$ cat src/rtl/plus_one_adder.sv
// Registered signed incrementer (out = in + 1) built from 4-bit lookahead groups.
// Flags signed overflow when the operand is MAX_INT; optional saturation.
module plus_one_adder #(
    parameter int WIDTH    = 16,
    parameter bit SATURATE = 1'b0
) (
    input  logic             clk,
    input  logic             rst_n,
    input  logic             in_valid,
    input  logic [WIDTH-1:0] in,
    output logic             out_valid,
    output logic [WIDTH-1:0] out,
    output logic             overflow
);

    localparam int GROUPS = WIDTH / 4;

    logic [GROUPS-1:0] cin;
    logic [WIDTH-1:0]  carry;
    logic [WIDTH-1:0]  sum;
    logic [WIDTH-1:0]  result;
    logic              max_hit;

    assign cin[0] = 1'b1;

    // Adding a constant 1 means generate is always 0: carries are pure ANDs.
    for (genvar g = 0; g < GROUPS; g++) begin : grp
        for (genvar k = 0; k < 4; k++) begin : bitk
            if (k == 0) begin : lsb
                assign carry[4*g] = cin[g];
            end else begin : upper
                assign carry[4*g+k] = cin[g] & (&in[4*g+k-1:4*g]);
            end
            assign sum[4*g+k] = in[4*g+k] ^ carry[4*g+k];
        end

        if (g < GROUPS - 1) begin : nxt
            logic gp;
            assign gp       = &in[4*g+3:4*g];
            assign cin[g+1] = cin[g] & gp;
        end
    end

    // Carry into a clear MSB only happens for MAX_INT.
    assign max_hit = carry[WIDTH-1] & ~in[WIDTH-1];

    always_comb begin
        result = sum;
        if (SATURATE && max_hit) begin
            result = in;
        end
    end

    always_ff @(posedge clk or negedge rst_n) begin
        if (!rst_n) begin
            out       <= '0;
            out_valid <= 1'b0;
            overflow  <= 1'b0;
        end else begin
            out_valid <= in_valid;
            if (in_valid) begin
                out      <= result;
                overflow <= max_hit;
            end
        end
    end

endmodule

$ cat config.mk
export PLATFORM = sky130hd
export DESIGN_NAME = plus_one_adder
export DESIGN_NICKNAME = d
export VERILOG_FILES = /design/src/rtl/plus_one_adder.sv
export SDC_FILE = /design/constraint.sdc
export NUM_CORES = 1
export LEC_CHECK = 0
export ABC_CLOCK_PERIOD_IN_PS = 900
export CAP_MARGIN = 25
export CORE_ASPECT_RATIO = 1.5
export CORE_MARGIN = 1.5
export CORE_UTILIZATION = 37
export CTS_BUF_LIST = sky130_fd_sc_hd__clkbuf_4 sky130_fd_sc_hd__clkbuf_8 sky130_fd_sc_hd__clkbuf_16
export CTS_CLUSTER_SIZE = 10
export DETAILED_ROUTE_END_ITERATION = 10
export PLACE_DENSITY = 0.79
export SYNTH_ARGS = -nofsm -noshare
export SYNTH_HDL_FRONTEND = slang
export SYNTH_SLANG_ARGS = --single-unit
$ cat constraint.sdc
create_clock -name clk -period 0.9 [get_ports clk]
set_clock_uncertainty 0.15 [all_clocks]
set_input_delay 0.135 -clock clk [delete_from_list [all_inputs] [get_ports clk]]
set_output_delay 0.135 -clock clk [all_outputs]
set_load 0.02 [all_outputs]
==> impl_metrics.ini, run 1 <==
[outcome]
outcome = complete, but fails checks
violations = negative hold slack, negative setup slack

[sta]
setup_tns_ns = -6.77
setup_viol = 34
rsz0062_at_grt = yes
hold_ws_ns = -0.00928
finalHoldViolCount = 1
max_clock_freq_mhz = 863
min_period_ns = 1.16
finalCritPeriodShare = 1.29
worst_pin_slew_ns = 0.233
finalWorstSetupSlack_ns = -0.258
slew_headroom = 0.844
slew_violations = 0

[critical_path]
cp_top_family = simple AND/OR/NAND/NOR gates
cp_num_buf_inv = 1
cp_data_arrival_time_ns = 1.23
start_kind = primary input
worst-setup-path-type = primary input to flip-flop
r2r-start = out[1]
crit_start = in[9]
end_kind = flip-flop
worstPathRequired_ns = 0.98
worstPathCellList = buf_8 -> nand3_4 -> nor4_4 -> and4_1 -> ha_1 -> mux2i_1
crit_slowest_cell = nor4_4
crit_fanout = 3
max_stage_delay_ns = 0.30

[clock_tree]
hold_buffers = 1
cts.clk_slew.worst_paths_ns = 0.11
clock_sinks = 18
clk_latency_ns = 0.29
clockBufferDepth = 2
htreeDepth = 1
cts_root_buffer = clkbuf_4
cts_inserted_buffers = 3
tritoncts = built

[layout]
num-nets-final = 180
drive_gt1_frac = 0.649
final_common_cell = buf_6
diodes = 0
final_util = 0.826
synthToLayoutAreaGrowth_pct = 108
mostFrequentLayoutCells = buf_6 (33), buf_4 (24), dfrtp_1 (17)

[power_and_ir_drop]
ir_worst_vdd_v = 0.000877
p_leak_nw = 0.892
p_per_area_nw_per_um2 = 1210
p_total_mw = 2.26

[die]
die_h_um = 63.3
initial_core_util = 0.396
row_count = 21
pin_count = 37
die_w_um = 43.2
fp.coreArea_sq_um = 2260
die_area_sq_um = 2730

[place]
hpwlAfterDp_um = 1630
routabilityCongestion = 0.728
portBuffers = 36

[grt]
grt_pass1_wl_um = 4600
grt_pass1_vias = 1019
track_usage = 0.229
grt-ovfl-total = 0
grt_max_degree = 19
antenna_found_initial = 0

[logic_synthesis]
ys_ff_latch = 18
syn_inst = 82
avgSynthCellArea_sq_um = 10.9
ys.flop_type = dfrtp_1
synth-edff-count = 0
synth_cell_types = 18
ys_seq_area_frac = 0.503
yosysWarnings = 0
synth_area_sq_um = 896
ys_async_sr_fraction = 1.00
syn-num-nets = 107

[drt]
detail-route-antenna-nets = 0
route.vias.total = 899
finalWirelength_um = 2950
dr.pass1.iters = 2
drt_iter0_markers = 5
drc_errors = 0
post_drt_wl_per_cell_um = 16.6
vias_per_cell = 5.08

[min_path]
worstHoldStart = in[9]
hp-class = primary input to flip-flop

[flow_run]
cap_viol_max_count = 0
## synthesized netlist by cell type (2+ instances only)
| cell | count | area share |
|---|---|---|
| inv_1 | 5 | 0.021 |
| ha_1 | 6 | 0.084 |
| nand2_1 | 2 | 0.0084 |
| nor3_1 | 2 | 0.011 |
| a21oi_1 | 9 | 0.050 |
| mux2i_1 | 2 | 0.022 |
| mux2_2 | 6 | 0.075 |
| nand3_1 | 3 | 0.017 |
| xnor2_1 | 9 | 0.088 |
| buf_1 | 2 | 0.0084 |
| nor2_1 | 12 | 0.050 |
| dfrtp_1 | 18 | 0.50 |
## final cells by class
class                      count  area [sq um]
timing repair buffer          71           701
multi-input combinational     56           627
sequential                    18           452
fill                         122           394
clock buffer                   4          36.3
tap                           23          28.8
inverter                       5          21.3
## logic make-up after synthesis
group / share of synthesized area
AO/OA/AOI/OAI: 0.0503
XOR/XNOR: 0.0880
adder cells (fa/ha/maj): 0.0838
buffers and inverters: 0.0349
flip-flops: 0.503
multiplexers: 0.0978
AND/OR/NAND/NOR: 0.142
## worst register-to-register path: stages (launching register included)
cell,delay (ns)
dfrtp_2,0.44
buf_6,0.12
mux2_4,0.26
## path summary, 6_finish.rpt
path	cells after the start	endpoint	slack [ns]
hold reg to reg	1	overflow	0.40
hold / removal	3	out[9]	-0.009
max in group asynchronous	2	out[1]	0.45
min in group asynchronous	2	out[15]	0.01
setup / recovery	6	out[15]	-0.26
setup reg to reg	2	out[1]	-0.16
## per-layer routing
layer	wire length [um]	track usage
met1	1020	0.232
met2	1700	0.435
met3	117	0.0315
met4	110	0.102
met5	0	0
## registers in the layout, summed over array words and instances (netlist names)
| name | cells |
|---|---|
| out_valid | 1 |
| out | 16 |
| overflow | 1 |
## through the flow
stage	std cells	setup WS [ns]	area (sq um)
after floorplan	82	-0.535	956
after global placement	160	-1.06	1510
after detailed placement	160	-1.18	1510
after CTS	174	-0.272	1770
after global routing	177	-0.304	1870
final	177	-0.258	1870
## report_power, final
group / internal, mW / switching [mW]
clock: 0.246 / 0.263
sequential: 0.888 / 0.0634
combinational: 0.463 / 0.341
## repair_timing
action                                  4_1_cts  5_1_grt
pin swaps                                    13       20
cloned                                        1        0
gates resized for setup                     199       18
endpoints found under the setup margin       35       34
hold endpoints to repair                      2        1
buffers inserted                              9        5
Power figures use the tool's default switching activity.
==> run 2: changes to the inputs <==
- PLACE_DENSITY: 0.79 -> 0.76
- SLEW_MARGIN: default -> 25
==> run 2 against run 1 <==
Against the previous run: the run ends with negative setup slack left; power decreased by 0.46%; clock power is 5.1% higher; sequential cell count is the same; wire length up 1.4%; clock-buffer cell count did not move; sequential share of layout area is 0.65 points higher; first-iteration DRC count grew to 4.0 times the previous value; design area shrank 2.6%; hold slack improved by 0.012 ns; die area stayed put.
==> impl_metrics.ini, run 2 (synthesis gave the netlist of run 1 again) <==
[die]
die_h_um = 63.3
pin_count = 37
row_count = 21
die_area_sq_um = 2730
initial_core_util = 0.396
die_w_um = 43.2
fp.coreArea_sq_um = 2260

[power_and_ir_drop]
p_int_mw = 1.56
power.switching_mw = 0.694
p_per_area_nw_per_um2 = 1240
p_comb_frac = 0.341
pwr-share-seq = 0.422
ir_worst_vdd_v = 0.000874
p_leak_nw = 0.849
clkPwrFrac = 0.237
sw_frac_of_total = 0.308

[critical_path]
crit_slowest_cell = mux2_4
start_kind = primary input
cp_top_family = buffers and inverters
worstPathCellList = buf_8 -> ha_4 -> nand3_4 -> buf_4 -> buf_6 -> inv_4 -> ha_4 -> mux2_4
cp_data_arrival_time_ns = 1.22
cp_num_buf_inv = 4
crit_path_frequent_cell = ha_4
worst-setup-path-type = primary input to flip-flop
max_stage_delay_ns = 0.26
crit_fanout = 3
worstPathRequired_ns = 0.95
end_kind = flip-flop

[clock_tree]
tritoncts = built
htreeDepth = 1
clk_latency_ns = 0.31
clock_sinks = 18
cts.clk_slew.worst_paths_ns = 0.11
cts_inserted_buffers = 3
clockBufferDepth = 2
cts_root_buffer = clkbuf_4

[place]
dp_slack_ns = -1.14
placed_area_sq_um = 1500
dp_cells = 159
portBuffers = 36
routabilityCongestion = 0.794
hpwlAfterDp_um = 1770

[drt]
detail-route-antenna-nets = 0
vias_per_cell = 5.09
post_drt_wl_per_cell_um = 17.1
drt_iter0_markers = 20
dr.pass1.iters = 4
drc_errors = 0
finalWirelength_um = 2990
route.vias.total = 891

[sta]
slew_violations = 0
min_period_ns = 1.17
max_clock_freq_mhz = 858
slew_headroom = 0.851
finalHoldViolCount = 0
hold_ws_ns = 0.00295
finalWorstSetupSlack_ns = -0.266
worst_pin_slew_ns = 0.222
setup_viol = 34
rsz0062_at_grt = yes
finalCritPeriodShare = 1.30

[layout]
stdcell_area_sq_um = 1820
finalNonFillerCells = 175
final_common_cell = buf_6
diodes = 0
top_register = out
num-nets-final = 178
synthToLayoutAreaGrowth_pct = 103
reg.largest.list = out: 16 flops, out_valid: 1 flops, overflow: 1 flops
drive_gt1_frac = 0.625
mostFrequentLayoutCells = buf_6 (29), buf_4 (26), dfrtp_1 (17)
largest_reg_flops = 16

[outcome]
violations = negative setup slack
outcome = complete, but fails checks

[grt]
grt_max_degree = 19
track_usage = 0.221
grt-ovfl-total = 0
antenna_found_initial = 0
grt_pass1_vias = 912
grt_pass1_wl_um = 4370

[flow_run]
cap_viol_max_count = 0

[min_path]
hp-class = primary input to asynchronous set/reset pin
## run 2: path summary, 6_finish.rpt
check | to | slack, ns | from | cells after the start
max in group asynchronous | out[1] | 0.46 | rst_n | 2
worst max-delay path | out[4] | -0.27 | in[0] | 8
min in group clk | out[1] | 0.02 | in[1] | 3
worst min register to register | out[1] | 0.41 | out[1] | 1
worst max register to register | out[14] | -0.12 | out[14] | 4
worst min-delay path | out[0] | 0.003 | rst_n | 2
## run 2: timing repair
item                                    4_1_cts  5_1_grt
setup buffers                                 9        5
endpoints found under the setup margin       35       33
gates cloned                                  0        0
pin swaps                                    20        6
hold endpoints to repair                      1        0
gates resized for setup                     200        9
hold buffers                                  1        0
## run 2: layer usage
layer	vias to the layer above	part of all wire	global-route usage
met2	31	0.60	0.442
met1	436	0.35	0.208
met3	6	0.032	0.0172
li1	418	-	-
met5	-	0	0
met4	0	0.021	0.106
## run 2: through the flow
| step | setup TNS (ns) | total power [mW] | util |
|---|---|---|---|
| after floorplan | -4.16 | 1.20 | - |
| after global placement | -19.92 | 1.56 | 0.663 |
| after detailed placement | -20.95 | 1.58 | 0.663 |
| after CTS | -5.90 | 2.21 | 0.780 |
| after global routing | -7.46 | 2.33 | 0.804 |
| final | -6.59 | 2.25 | 0.804 |
## run 2: power groups by stage
stage | Sequential (mW) | Combinational [mW] | Clock, mW
2_1_floorplan | 1.04 | 0.154 | 0
3_3_place_gp | 0.942 | 0.619 | 0
3_5_place_dp | 0.944 | 0.637 | 0
4_1_cts | 0.946 | 0.732 | 0.531
5_1_grt | 0.956 | 0.808 | 0.570
6_report | 0.950 | 0.769 | 0.535
## run 2: cell type report
cell class                      count  area, sq um
Timing Repair Buffer               69          653
Multi-Input combinational cell     56          626
Clock buffer                        4         36.3
Sequential cell                    18          452
Inverter                            5         21.3
Fill cell                         133          443
Tap cell                           23         28.8
